[src/rtl/ysyx_22050612_pkg.sv]
// Shared decode encodings for the ysyx_22050612 pipeline: opcodes, formats, op classes
// and the decoded-entry payload.
package ysyx_22050612_pkg;

  localparam int unsigned FMT_W = 3;
  localparam int unsigned CLS_W = 4;

  localparam logic [6:0] OP_IMM    = 7'b0010011;
  localparam logic [6:0] OP        = 7'b0110011;
  localparam logic [6:0] LOAD      = 7'b0000011;
  localparam logic [6:0] STORE     = 7'b0100011;
  localparam logic [6:0] BRANCH    = 7'b1100011;
  localparam logic [6:0] JAL       = 7'b1101111;
  localparam logic [6:0] JALR      = 7'b1100111;
  localparam logic [6:0] LUI       = 7'b0110111;
  localparam logic [6:0] AUIPC     = 7'b0010111;
  localparam logic [6:0] SYSTEM    = 7'b1110011;
  localparam logic [6:0] OP_IMM_32 = 7'b0011011;
  localparam logic [6:0] OP_32     = 7'b0111011;

  localparam logic [FMT_W-1:0] FMT_R = 3'd0;
  localparam logic [FMT_W-1:0] FMT_I = 3'd1;
  localparam logic [FMT_W-1:0] FMT_S = 3'd2;
  localparam logic [FMT_W-1:0] FMT_B = 3'd3;
  localparam logic [FMT_W-1:0] FMT_U = 3'd4;
  localparam logic [FMT_W-1:0] FMT_J = 3'd5;

  localparam logic [CLS_W-1:0] CLS_ALU    = 4'd0;
  localparam logic [CLS_W-1:0] CLS_ALUW   = 4'd1;
  localparam logic [CLS_W-1:0] CLS_LOAD   = 4'd2;
  localparam logic [CLS_W-1:0] CLS_STORE  = 4'd3;
  localparam logic [CLS_W-1:0] CLS_BRANCH = 4'd4;
  localparam logic [CLS_W-1:0] CLS_JAL    = 4'd5;
  localparam logic [CLS_W-1:0] CLS_JALR   = 4'd6;
  localparam logic [CLS_W-1:0] CLS_LUI    = 4'd7;
  localparam logic [CLS_W-1:0] CLS_AUIPC  = 4'd8;
  localparam logic [CLS_W-1:0] CLS_SYS    = 4'd9;

  // Width-independent part of a decoded entry (PC and immediate are parameter sized).
  typedef struct packed {
    logic [4:0]       rd;
    logic [4:0]       rs1;
    logic [4:0]       rs2;
    logic [2:0]       funct3;
    logic [FMT_W-1:0] fmt;
    logic [CLS_W-1:0] cls;
    logic             rd_wen;
    logic             illegal;
  } dec_t;

endpackage

[src/rtl/ysyx_22050612_idu_stage_imm_gen.sv]
// Immediate generator: assembles the format-specific immediate and sign-extends to XLEN.
module ysyx_22050612_imm_gen
  import ysyx_22050612_pkg::*;
#(
  parameter int unsigned XLEN = 64
) (
  input  logic [31:7]      inst,
  input  logic [FMT_W-1:0] fmt,
  output logic [XLEN-1:0]  imm
);

  logic [31:0] imm32;

  always_comb begin
    imm32 = '0;
    case (fmt)
      FMT_I:   imm32 = {{20{inst[31]}}, inst[31:20]};
      FMT_S:   imm32 = {{20{inst[31]}}, inst[31:25], inst[11:7]};
      FMT_B:   imm32 = {{19{inst[31]}}, inst[31], inst[7], inst[30:25], inst[11:8], 1'b0};
      FMT_U:   imm32 = {inst[31:12], 12'b0};
      FMT_J:   imm32 = {{11{inst[31]}}, inst[31], inst[19:12], inst[20], inst[30:21], 1'b0};
      default: imm32 = '0;
    endcase
  end

  assign imm = XLEN'($signed(imm32));

endmodule

[src/rtl/ysyx_22050612_idu_stage.sv]
// Registered RV32I/RV64I decode stage between IFU and EXU with valid/ready handshake,
// flush and a saturating decoded-instruction counter.
module ysyx_22050612_idu_stage
  import ysyx_22050612_pkg::*;
#(
  parameter int unsigned XLEN  = 64,
  parameter int unsigned PC_W  = 64,
  parameter int unsigned CNT_W = 32
) (
  input  logic             clk,
  input  logic             rst,
  input  logic             flush,
  input  logic             in_valid,
  output logic             in_ready,
  input  logic [31:0]      in_inst,
  input  logic [PC_W-1:0]  in_pc,
  output logic             out_valid,
  input  logic             out_ready,
  output logic [PC_W-1:0]  out_pc,
  output logic [4:0]       out_rd,
  output logic [4:0]       out_rs1,
  output logic [4:0]       out_rs2,
  output logic [2:0]       out_funct3,
  output logic [XLEN-1:0]  out_imm,
  output logic [2:0]       out_fmt,
  output logic [3:0]       out_cls,
  output logic             out_rd_wen,
  output logic             out_illegal,
  output logic [CNT_W-1:0] dec_cnt
);

  logic [FMT_W-1:0] fmt_d;
  logic [CLS_W-1:0] cls_d;
  logic             illegal_d;
  logic [XLEN-1:0]  imm_raw;
  logic             accept;
  dec_t             dec_d;
  dec_t             dec_q;
  logic [XLEN-1:0]  imm_q;

  // Opcode classification; illegal encodings collapse to an I/SYS entry so EXU can trap.
  always_comb begin
    fmt_d     = FMT_I;
    cls_d     = CLS_SYS;
    illegal_d = 1'b0;
    if (in_inst[1:0] != 2'b11) begin
      illegal_d = 1'b1;
    end else begin
      case (in_inst[6:0])
        OP_IMM:    begin fmt_d = FMT_I; cls_d = CLS_ALU;    end
        OP:        begin fmt_d = FMT_R; cls_d = CLS_ALU;    end
        LOAD:      begin fmt_d = FMT_I; cls_d = CLS_LOAD;   end
        STORE:     begin fmt_d = FMT_S; cls_d = CLS_STORE;  end
        BRANCH:    begin fmt_d = FMT_B; cls_d = CLS_BRANCH; end
        JAL:       begin fmt_d = FMT_J; cls_d = CLS_JAL;    end
        JALR:      begin fmt_d = FMT_I; cls_d = CLS_JALR;   end
        LUI:       begin fmt_d = FMT_U; cls_d = CLS_LUI;    end
        AUIPC:     begin fmt_d = FMT_U; cls_d = CLS_AUIPC;  end
        SYSTEM:    begin fmt_d = FMT_I; cls_d = CLS_SYS;    end
        OP_IMM_32: begin
          if (XLEN == 64) begin fmt_d = FMT_I; cls_d = CLS_ALUW; end
          else illegal_d = 1'b1;
        end
        OP_32: begin
          if (XLEN == 64) begin fmt_d = FMT_R; cls_d = CLS_ALUW; end
          else illegal_d = 1'b1;
        end
        default:   illegal_d = 1'b1;
      endcase
    end
    if (illegal_d) begin
      fmt_d = FMT_I;
      cls_d = CLS_SYS;
    end
  end

  ysyx_22050612_imm_gen #(.XLEN(XLEN)) u_imm_gen (
    .inst (in_inst[31:7]),
    .fmt  (fmt_d),
    .imm  (imm_raw)
  );

  always_comb begin
    dec_d.rd      = in_inst[11:7];
    dec_d.rs1     = in_inst[19:15];
    dec_d.rs2     = in_inst[24:20];
    dec_d.funct3  = in_inst[14:12];
    dec_d.fmt     = fmt_d;
    dec_d.cls     = cls_d;
    dec_d.illegal = illegal_d;
    dec_d.rd_wen  = !illegal_d && (in_inst[11:7] != 5'd0) &&
                    (fmt_d == FMT_R || fmt_d == FMT_I || fmt_d == FMT_U || fmt_d == FMT_J);
  end

  assign in_ready = !out_valid || out_ready;
  assign accept   = in_valid && in_ready && !flush;

  // Pipeline register: rst > flush > accept; a drain clears only the valid bit.
  always_ff @(posedge clk) begin
    if (rst) begin
      out_valid <= 1'b0;
      out_pc    <= '0;
      imm_q     <= '0;
      dec_q     <= '0;
    end else if (flush) begin
      out_valid <= 1'b0;
    end else if (accept) begin
      out_valid <= 1'b1;
      out_pc    <= in_pc;
      imm_q     <= illegal_d ? '0 : imm_raw;
      dec_q     <= dec_d;
    end else if (out_ready) begin
      out_valid <= 1'b0;
    end
  end

  always_ff @(posedge clk) begin
    if (rst) begin
      dec_cnt <= '0;
    end else if (accept && (dec_cnt != {CNT_W{1'b1}})) begin
      dec_cnt <= dec_cnt + CNT_W'(1);
    end
  end

  assign out_rd      = dec_q.rd;
  assign out_rs1     = dec_q.rs1;
  assign out_rs2     = dec_q.rs2;
  assign out_funct3  = dec_q.funct3;
  assign out_imm     = imm_q;
  assign out_fmt     = dec_q.fmt;
  assign out_cls     = dec_q.cls;
  assign out_rd_wen  = dec_q.rd_wen;
  assign out_illegal = dec_q.illegal;

endmodule

[config.mk]
export PLATFORM = sky130hd
export DESIGN_NAME = ysyx_22050612_idu_stage
export DESIGN_NICKNAME = d
export VERILOG_FILES = /design/src/rtl/ysyx_22050612_pkg.sv /design/src/rtl/ysyx_22050612_idu_stage_imm_gen.sv /design/src/rtl/ysyx_22050612_idu_stage.sv
export SDC_FILE = /design/constraint.sdc
export NUM_CORES = 1
export LEC_CHECK = 0
export CORE_AREA = 2 2 128 130
export CTS_BUF_LIST = sky130_fd_sc_hd__clkbuf_8
export CTS_CLUSTER_DIAMETER = 100
export DETAILED_ROUTE_END_ITERATION = 16
export DIE_AREA = 0 0 130 132
export PLACE_DENSITY = 0.95
export SLEW_MARGIN = 30
export SYNTH_ARGS = -nofsm -noshare
export SYNTH_HDL_FRONTEND = slang
export SYNTH_HIERARCHICAL = 1
export SYNTH_SLANG_ARGS = --single-unit
[constraint.sdc]
create_clock -name clk -period 7.38 [get_ports clk]
set_clock_uncertainty 0.15 [all_clocks]
set_input_delay 1.476 -clock clk [delete_from_list [all_inputs] [get_ports clk]]
set_output_delay 1.476 -clock clk [all_outputs]
set_load 0.05 [all_outputs]
==> results of run 1 <==
==> state kept, by name, summed over array words and instances (netlist names), 3 cells and up <==
| name | flops |
|---|---|
| out_imm | 64 |
| out_pc | 64 |
| dec_cnt | 32 |
| out_rd | 5 |
| out_rs1 | 5 |
| out_rs2 | 5 |
| out_cls | 4 |
| out_fmt | 3 |
| out_funct3 | 3 |
==> final timing paths <==
kind | start | endpoint | slack (ns) | depth (start not counted)
min | out_rs1[3]$_SDFFE_PP0P_ | out_rs1[3]$_SDFFE_PP0P_ | 0.31 | 2
max | out_ready | in_ready | 2.61 | 4
min reg2reg | out_rs1[3]$_SDFFE_PP0P_ | out_rs1[3]$_SDFFE_PP0P_ | 0.31 | 2
max reg2reg | dec_cnt[0]$_SDFFE_PP0P_ | dec_cnt[29]$_SDFFE_PP0P_ | 4.67 | 6
==> Yosys cell counts, types with 2 or more instances <==
| cell | count | area (um2) |
|---|---|---|
| a21oi_1 | 102 | 510 |
| and3_1 | 4 | 25.0 |
| a21o_1 | 10 | 75.1 |
| a22o_1 | 69 | 604 |
| and2_1 | 8 | 50.1 |
| o31ai_1 | 2 | 15.0 |
| mux2_2 | 6 | 67.6 |
| o41ai_1 | 2 | 17.5 |
| xor2_1 | 2 | 17.5 |
| a31oi_1 | 3 | 18.8 |
| o22ai_1 | 3 | 18.8 |
| buf_2 | 8 | 40.0 |
| nand2b_1 | 4 | 25.0 |
| nor2b_1 | 9 | 56.3 |
| buf_4 | 34 | 255 |
| clkbuf_1 | 40 | 150 |
| and2b_1 | 2 | 15.0 |
| or3_1 | 8 | 50.1 |
| or4_1 | 3 | 22.5 |
| dfxtp_1 | 188 | 3760 |
| a31o_2 | 2 | 17.5 |
| o21ai_0 | 19 | 95.1 |
| o21a_1 | 2 | 15.0 |
| nand2_1 | 192 | 721 |
| and4_1 | 2 | 17.5 |
| nor3_1 | 11 | 55.1 |
| nor4_1 | 7 | 43.8 |
| nand3_1 | 10 | 50.1 |
| inv_1 | 12 | 45.0 |
| a211oi_1 | 4 | 30.0 |
| nor2b_4 | 2 | 27.5 |
| o21ai_1 | 3 | 15.0 |
| nand4_1 | 11 | 68.8 |
| xnor2_1 | 10 | 87.6 |
| a2111oi_0 | 2 | 17.5 |
| nor2_1 | 41 | 154 |
| buf_1 | 8 | 30.0 |
| a311oi_1 | 5 | 43.8 |
==> cell families (layout without fill, tap and decap cells) <==
| logic type | after synthesis | count (layout) | share of synthesized area |
|---|---|---|---|
| compound gates | 233 | 233 | 0.204 |
| buf+inv | 103 | 340 | 0.0705 |
| fa+ha+maj | 2 | 2 | 0.00298 |
| flops | 188 | 188 | 0.499 |
| mux | 7 | 7 | 0.0103 |
| xor+xnor | 12 | 12 | 0.0139 |
| other cells | 0 | 1 | 0 |
| simple gates | 325 | 325 | 0.199 |
==> power by group through the flow <==
stage,clock [mW],combinational (mW),sequential (mW)
5_1_grt,0.786,0.337,1.06
2_1_floorplan,0,0.102,1.17
6_report,0.734,0.318,1.05
3_3_place_gp,0,0.312,1.08
4_1_cts,0.748,0.318,1.05
3_5_place_dp,0,0.317,1.08
==> final cells by class <==
cell class	count	area [um2]
fillers	1207	4960
clock buffers	18	248
multi-input cells	579	3300
diodes	1	2.50
clock inverters	14	183
well taps	216	270
repair buffers	296	2940
inverters	12	45.0
flip-flops and latches	188	3760
==> worst register-to-register path: cells and delay by family, from the launching register on <==
kind                     cells  cell delay [ns]
AND/OR/NAND/NOR              3             1.16
flip-flops                   1             0.45
multiplexers                 1             0.34
AO/OA/AOI/OAI                1             0.29
adder cells (fa/ha/maj)      1             0.22
==> routing by layer <==
metal  track usage  up-vias
met5             0        -
met4        0.0908        0
met3        0.0877       41
met2         0.439      334
met1         0.301     3313
li1              -     3445
==> through the flow <==
stage / power, mW / cell area, um2 / std cells / worst slack (ns) / utilization
after global routing: 2.18 / 10800 / 1324 / 2.60 / 0.684
after CTS: 2.12 / 10700 / 1323 / 2.69 / 0.684
after floorplan: 1.27 / 7550 / 870 / 3.60 / -
after global placement: 1.39 / 10300 / 1291 / 2.63 / 0.656
final: 2.11 / 10800 / 1324 / 2.61 / 0.684
after detailed placement: 1.39 / 10300 / 1291 / 2.51 / 0.656
==> impl_metrics.json, run 1 <==
{
  "drive_gt1_frac": 0.0551,
  "power_leakage_nw": 3.81,
  "synth_ff_type": "dfxtp_1",
  "grt_pass1_vias": 6921,
  "grt_max_degree": 91,
  "ios": 290,
  "wl_met2_mm": 11.0,
  "nets": 1196,
  "cap_viol_max_count": 0,
  "fmax_mhz": 210,
  "grt_pass1_wl_mm": 35.5,
  "seqPwrFrac": 0.501,
  "area_growth_syn_to_layout_pct": 42.5,
  "wl_met3_mm": 2.22,
  "dp_hpwl_mm": 15.9,
  "max_stage_delay_ns": 0.85,
  "top_layer_used": "met4",
  "coreArea_um2": 15700,
  "ir_drop_mv": 0.135,
  "synth_seq_cells": 188,
  "arrival_ns": 3.14,
  "cts_setup_buffers": 0,
  "fin_hold_ws_ns": 0.307,
  "tns_ns": 0,
  "power_switching_uw": 593,
  "clockPowerShare": 0.348,
  "ys_async_sr_fraction": 0,
  "cts_resized": 0,
  "grt-ovfl-total": 0,
  "crit_top_cell": "clkdlybuf4s50_1",
  "cts_sinks": 188,
  "synth_edf_count": 0,
  "ys_seq_area_frac": 0.499,
  "hold_class": "flop to flop",
  "post-route-period-util": 0.646,
  "slowest_stage": "clkdlybuf4s50_1",
  "die_area_um2": 17200,
  "finalSetupViolations": 0,
  "syn_avg_cell_area_um2": 8.67,
  "layout_common_cells": "clkdlybuf4s50_1 (288), nand2_1 (191), dfxtp_1 (188)",
  "cts_tree": "yes",
  "p_per_area_nw_per_um2": 196,
  "min_period_ns": 4.77,
  "layout_commonest_cell": "clkdlybuf4s50_1",
  "cts_buffers": 17,
  "portBuffers": 289,
  "worstPathMaxFanout": 4,
  "clock_latency_ns": 0.46,
  "drt-met1-wl_mm": 8.96,
  "finalHoldViolations": 0,
  "cp-start-kind": "input port",
  "netlist_area_um2": 7550,
  "critical_path_class": "input port to output pin",
  "synth_cell_types": 58,
  "combPwrFrac": 0.151,
  "outcome": "finished clean",
  "first_pass_iters": 4,
  "drtAntennaViolNets": 0,
  "h-tree-depth": 4,
  "clk_pin_slew_ns": 0.10,
  "internal_power_mw": 1.51,
  "cp_data_required_time_ns": 5.75,
  "antenna_found_initial": 1,
  "rsz0062_at_grt": "false",
  "drc_errors": 0,
  "p_sw_frac": 0.281,
  "fp-row-count": 46,
  "root_buffer": "clkbuf_8",
  "ys_warn_count": 6,
  "die_w_um": 130,
  "relSlewSlack": 0.423,
  "drt_iter0_drc": 445,
  "post_drt_wl_per_cell_um": 17.2,
  "via_per_inst": 5.39,
  "grtUsageTotal": 0.258,
  "initial_core_util": 0.480,
  "slew_violations": 0,
  "synthCells": 870,
  "via_count": 7133,
  "clockBufferDepth": 2,
  "critical_path.cell_chain": "clkdlybuf4s50_1 -> nor2b_4 -> inv_1 -> clkdlybuf4s50_1",
  "place.gp.congestion": 0.853,
  "synth_fp_nets": 972,
  "die_h_um": 132,
  "timing.critical_path.buf_inv": 3,
  "endpoint_kind": "output pin",
  "hold_buffers": 0,
  "routed_wl_mm": 22.8,
  "worst_slew_pin_slew_ns": 0.859,
  "path_delay_family": "buffers and inverters"
}
No activity file was read; power rests on OpenSTA's default activity.
==> run 2, diff against run 1 <==
--- a/config.mk
+++ b/config.mk
@@ -5,12 +5,12 @@
 export SDC_FILE = /design/constraint.sdc
 export NUM_CORES = 1
 export LEC_CHECK = 0
-export CORE_AREA = 2 2 128 130
+export CORE_AREA = 2 2 139 141
 export CTS_BUF_LIST = sky130_fd_sc_hd__clkbuf_8
 export CTS_CLUSTER_DIAMETER = 100
 export DETAILED_ROUTE_END_ITERATION = 16
-export DIE_AREA = 0 0 130 132
-export PLACE_DENSITY = 0.95
+export DIE_AREA = 0 0 141 143
+export PLACE_DENSITY = 0.87
 export SLEW_MARGIN = 30
 export SYNTH_ARGS = -nofsm -noshare
 export SYNTH_HDL_FRONTEND = slang
==> constraint.sdc (replaced) <==
create_clock -name clk -period 4.1 [get_ports clk]
set_clock_uncertainty 0.15 [all_clocks]
set_input_delay 0.82 -clock clk [delete_from_list [all_inputs] [get_ports clk]]
set_output_delay 0.82 -clock clk [all_outputs]
set_load 0.05 [all_outputs]
==> run 2 against run 1 <==
Count of clock-buffer cells in the layout stayed put; die area grew 18%; global-route usage fell by 4.6 points; critical path type unchanged; critical endpoint unchanged; highest routed layer unchanged.
==> impl_metrics.json, run 2 (synthesis gave the netlist of run 1 again) <==
{
  "cts_sinks": 188,
  "endpoint_kind": "output pin",
  "drtAntennaViolNets": 0,
  "grtUsageTotal": 0.212,
  "die_w_um": 141,
  "n_fill_cell": 1642,
  "drive_gt1_frac": 0.0558,
  "power_leakage_nw": 3.84,
  "diodes": 0,
  "path_delay_family": "buffers and inverters",
  "slew_violations": 0,
  "fin_util": 0.581,
  "min_period_ns": 3.34,
  "clk_pin_slew_ns": 0.09,
  "finalHoldViolations": 0,
  "grt_pass1_wl_mm": 34.2,
  "min_path_cells": 2,
  "dp_hpwl_mm": 15.6,
  "layout_setup_ws_ns": 0.761,
  "path_depth": 4,
  "hold_class": "flop to flop",
  "h-tree-depth": 4,
  "routed_wl_mm": 22.1,
  "drc_errors": 0,
  "grt_max_degree": 68,
  "coreArea_um2": 18600,
  "r2r_end": "dec_cnt[29]$_SDFFE_PP0P_",
  "cts_setup_buffers": 0,
  "cts_buffers": 17,
  "worst-r2r-cell-count": 5,
  "fmax_mhz": 300,
  "ir_drop_mv": 0.196,
  "critical_path.cell_chain": "clkdlybuf4s50_1 -> nor2b_4 -> inv_1 -> clkdlybuf4s50_1",
  "relSlewSlack": 0.358,
  "slowest_stage": "clkdlybuf4s50_1",
  "antenna_found_initial": 0,
  "outcome": "finished clean",
  "grt-ovfl-total": 0,
  "via_per_inst": 5.24,
  "cts_tree": "yes",
  "cap_viol_max_count": 0,
  "tns_ns": 0,
  "rr_startpoint": "dec_cnt[19]$_SDFFE_PP0P_",
  "worstPathMaxFanout": 4,
  "die_area_um2": 20200,
  "root_buffer": "clkbuf_8",
  "drt_iter0_drc": 320,
  "max_stage_delay_ns": 0.84,
  "holdPathEnd": "out_pc[14]$_SDFFE_PP0P_",
  "layout_commonest_cell": "clkdlybuf4s50_1",
  "clock_latency_ns": 0.45,
  "post_drt_wl_per_cell_um": 16.4,
  "critical_path_class": "input port to output pin",
  "finalSetupViolations": 0,
  "arrival_ns": 2.37,
  "via_count": 7048,
  "post-route-period-util": 0.814,
  "place.gp.congestion": 0.791,
  "cp-start-kind": "input port",
  "cp_data_required_time_ns": 3.13,
  "initial_core_util": 0.406,
  "ios": 290,
  "nets": 1200,
  "die_h_um": 143,
  "p_total_mw": 3.71,
  "layout_common_cells": "clkdlybuf4s50_1 (288), nand2_1 (191), dfxtp_1 (188)",
  "pre_cts_slack_ns": 0.590,
  "rsz0062_at_grt": "false",
  "timing.critical_path.buf_inv": 3,
  "p_per_area_nw_per_um2": 344,
  "worst_slew_pin_slew_ns": 0.955,
  "area_growth_syn_to_layout_pct": 43.0,
  "first_pass_iters": 7,
  "r2r_slack_ns": 1.30,
  "min_from": "out_pc[14]$_SDFFE_PP0P_",
  "grt_pass1_vias": 6662,
  "portBuffers": 289,
  "fin_hold_ws_ns": 0.308,
  "crit_top_cell": "clkdlybuf4s50_1",
  "hold_buffers": 0,
  "fp-row-count": 50,
  "clockBufferDepth": 2,
  "cts_resized": 0
}
[run 2: cell types whose count changed in the layout (fill, tap and decap cells not counted), sizes merged]
cell,change
inv,+1
clkinv,+2
clkinvlp,-2
buf,+4
diode,-1
bufinv,-1
[run 2: worst reg2reg max path, delay by kind of cell, from the launching register on]
| kind | cells | cell delay, ns |
|---|---|---|
| AOI/OAI and AO/OA | 1 | 0.36 |
| and+or+nand+nor | 3 | 1.37 |
| DFF | 1 | 0.47 |
| muxes | 1 | 0.34 |
[run 2: final cells by class]
| type | count | area, um2 | area share |
|---|---|---|---|
| sequential | 188 | 3760 | 0.349 |
| tap | 234 | 293 | 0.0271 |
| multi-input combinational | 579 | 3290 | 0.305 |
| timing repair buffer | 300 | 3000 | 0.278 |
| inverter | 12 | 45.0 | 0.00418 |
| clock buffer | 18 | 248 | 0.0230 |
| clock inverter | 14 | 146 | 0.0136 |
[run 2: worst max-delay path by stage]
stage	startpoint	end	slack, ns
6_report	out_ready	in_ready	0.76
5_1_grt	out_ready	in_ready	0.74
4_1_cts	out_ready	in_ready	0.77
3_5_place_dp	flush	dec_cnt[27]$_SDFFE_PP0P_	0.59
3_3_place_gp	flush	dec_cnt[27]$_SDFFE_PP0P_	0.60
2_1_floorplan	in_inst[3]	out_imm[32]$_SDFFE_PP0P_	0.98
[run 2: report_power, final]
part / internal, mW / total, mW / leakage [nW] / switching (mW)
Sequential: 1.87 / 1.90 / 1.53 / 0.0260
Combinational: 0.223 / 0.571 / 2.11 / 0.349
Clock: 0.562 / 1.24 / 0.205 / 0.676
Total: 2.66 / 3.71 / 3.84 / 1.05
[run 2: per-stage QoR]
stage	cell area, um2	cells
after floorplan	7550	870
after CTS	10800	1345
after global placement	10400	1313
after global routing	10800	1345
final	10800	1345
after detailed placement	10400	1313
[run 2: layer usage]
metal / global-route usage / part of all wire / vias up
li1: - / - / 3454
met1: 0.254 / 0.42 / 3269
met2: 0.349 / 0.46 / 282
met3: 0.0708 / 0.087 / 43
met4: 0.0911 / 0.029 / 0
met5: 0 / 0 / -
==> run 3, diff against run 2 <==
--- a/config.mk
+++ b/config.mk
@@ -5,12 +5,12 @@
 export SDC_FILE = /design/constraint.sdc
 export NUM_CORES = 1
 export LEC_CHECK = 0
-export CORE_AREA = 2 2 139 141
+export CORE_AREA = 2 2 132 134
 export CTS_BUF_LIST = sky130_fd_sc_hd__clkbuf_8
 export CTS_CLUSTER_DIAMETER = 100
 export DETAILED_ROUTE_END_ITERATION = 16
-export DIE_AREA = 0 0 141 143
-export PLACE_DENSITY = 0.87
+export DIE_AREA = 0 0 134 136
+export PLACE_DENSITY = 0.91
 export SLEW_MARGIN = 30
 export SYNTH_ARGS = -nofsm -noshare
 export SYNTH_HDL_FRONTEND = slang
==> constraint.sdc (replaced) <==
create_clock -name clk -period 3.1 [get_ports clk]
set_clock_uncertainty 0.15 [all_clocks]
set_input_delay 0.62 -clock clk [delete_from_list [all_inputs] [get_ports clk]]
set_output_delay 0.62 -clock clk [all_outputs]
set_load 0.05 [all_outputs]
==> run 3 against run 2 <==
Sequential power is 32% higher; global-route usage is 2.5 points higher; combinational power is 36% higher; die area is 9.6% lower; count of clock-buffer cells in the layout is 1 lower; critical path depth is 3 higher; register-to-register slack worse by 0.63 ns; highest routed layer unchanged; largest cell class unchanged; wire length is 0.57% higher; non-clock buffer count is 24 higher; critical endpoint is now dec_cnt[31]$_SDFFE_PP0P_; core utilization is 7.1 points higher; clock power is 34% higher.
==> impl_metrics.json, run 3 (synthesis gave the netlist of run 1 again) <==
{
  "combPwrFrac": 0.157,
  "seqCellArea_um2": 3760,
  "ir_drop_mv": 0.297,
  "rr_startpoint": "dec_cnt[13]$_SDFFE_PP0P_",
  "endpoint_kind": "flop",
  "ios": 290,
  "clk_pin_slew_ns": 0.10,
  "power_switching_mw": 1.48,
  "layout_common_cells": "clkdlybuf4s50_1 (287), nand2_1 (191), dfxtp_1 (188)",
  "worst_slew_pin_slew_ns": 0.651,
  "clock_latency_ns": 0.46,
  "via_per_inst": 5.29,
  "initial_core_util": 0.447,
  "outcome": "finished clean",
  "via_count": 7194,
  "clockBufferDepth": 2,
  "root_buffer": "clkbuf_8",
  "min_period_ns": 2.67,
  "place.gp.congestion": 0.862,
  "portBuffers": 289,
  "nets": 1224,
  "coreArea_um2": 16900,
  "first_pass_iters": 4,
  "multi_input_area_um2": 3290,
  "grt_pass1_wl_mm": 34.5,
  "grt_pass1_vias": 6770,
  "area_growth_syn_to_layout_pct": 45.7,
  "n_fill_cell": 1342,
  "cts_sinks": 188,
  "routed_wl_mm": 22.2,
  "min_from": "out_rd[3]$_SDFFE_PP0P_",
  "post-route-period-util": 0.863,
  "hold_class": "flop to flop",
  "fmax_mhz": 374,
  "p_per_area_nw_per_um2": 450,
  "drc_errors": 0,
  "finalHoldViolations": 0,
  "cts_resized": 0,
  "grt-ovfl-total": 0,
  "post_drt_wl_per_cell_um": 16.4,
  "clockPowerShare": 0.335,
  "dp_hpwl_mm": 15.9,
  "cap_viol_max_count": 0,
  "antenna_found_initial": 0,
  "internal_power_mw": 3.47,
  "h-tree-depth": 4,
  "fp-row-count": 48,
  "p_total_mw": 4.95,
  "die_area_um2": 18200,
  "cp-start-kind": "input port",
  "drtAntennaViolNets": 0,
  "power_leakage_nw": 3.96,
  "die_w_um": 134,
  "seqPwrFrac": 0.507,
  "slew_violations": 0,
  "cp_data_required_time_ns": 3.35,
  "grt_max_degree": 68,
  "drt_iter0_drc": 370,
  "fin_util": 0.652,
  "worstPathMaxFanout": 5,
  "fin_hold_ws_ns": 0.306,
  "layout_commonest_cell": "clkdlybuf4s50_1",
  "relSlewSlack": 0.565,
  "cts_buffers": 17,
  "die_h_um": 136,
  "arrival_ns": 2.92,
  "cts_setup_buffers": 0,
  "crit_start": "flush",
  "cts_tree": "yes",
  "grtUsageTotal": 0.237,
  "hold_buffers": 0,
  "drive_gt1_frac": 0.0793,
  "finalSetupViolations": 0,
  "critical_path_class": "input port to flop",
  "p_sw_frac": 0.298,
  "diodes": 0,
  "rsz0062_at_grt": "false"
}
## run 3: path summary, 6_finish.rpt
path / to / slack, ns / cells after the start
hold / removal: out_rd[3]$_SDFFE_PP0P_ / 0.31 / 2
setup reg to reg: dec_cnt[31]$_SDFFE_PP0P_ / 0.67 / 6
setup / recovery: dec_cnt[31]$_SDFFE_PP0P_ / 0.43 / 7
hold reg to reg: out_rd[3]$_SDFFE_PP0P_ / 0.31 / 2
## run 3: critical path, cell delays in order
cell and delay, ns:
clkdlybuf4s50_1 0.42, nand2b_1 0.21, or4_1 0.55, a2111o_1 0.47
buf_4 0.17, or3_1 0.34, a21oi_1 0.14
## run 3: cell type report
| cell class | count | share of cell area |
|---|---|---|
| timing repair buffer | 324 | 0.291 |
| clock inverter | 15 | 0.0162 |
| inverter | 12 | 0.00410 |
| multi-input combinational | 579 | 0.300 |
| clock buffer | 17 | 0.0213 |
| sequential | 188 | 0.342 |
| tap | 225 | 0.0256 |
## run 3: stage by stage
stage / std cells / setup slack (ns) / area (um2) / TNS, ns
final: 1360 / 0.425 / 11000 / 0
after global placement: 1328 / 0.00500 / 10600 / 0
after floorplan: 870 / 0.177 / 7550 / 0
after CTS: 1360 / 0.478 / 11000 / 0
after global routing: 1360 / 0.370 / 11000 / 0
after detailed placement: 1328 / -0.0165 / 10600 / -0.0205
## run 3: power by group through the flow
stage | Clock [mW] | Sequential, mW | Combinational, mW
final | 1.66 | 2.51 | 0.779
after global routing | 1.82 | 2.52 | 0.823
after CTS | 1.72 | 2.51 | 0.781
after detailed placement | 0 | 2.57 | 0.779
after global placement | 0 | 2.56 | 0.768
after floorplan | 0 | 2.78 | 0.242
## run 3: routing by layer
| metal | global-route usage | up-vias | part of all wire |
|---|---|---|---|
| met5 | 0 | - | 0 |
| met4 | 0.0869 | 0 | 0.021 |
| met3 | 0.0757 | 32 | 0.083 |
| met2 | 0.403 | 285 | 0.48 |
| met1 | 0.280 | 3385 | 0.41 |
| li1 | - | 3492 | - |
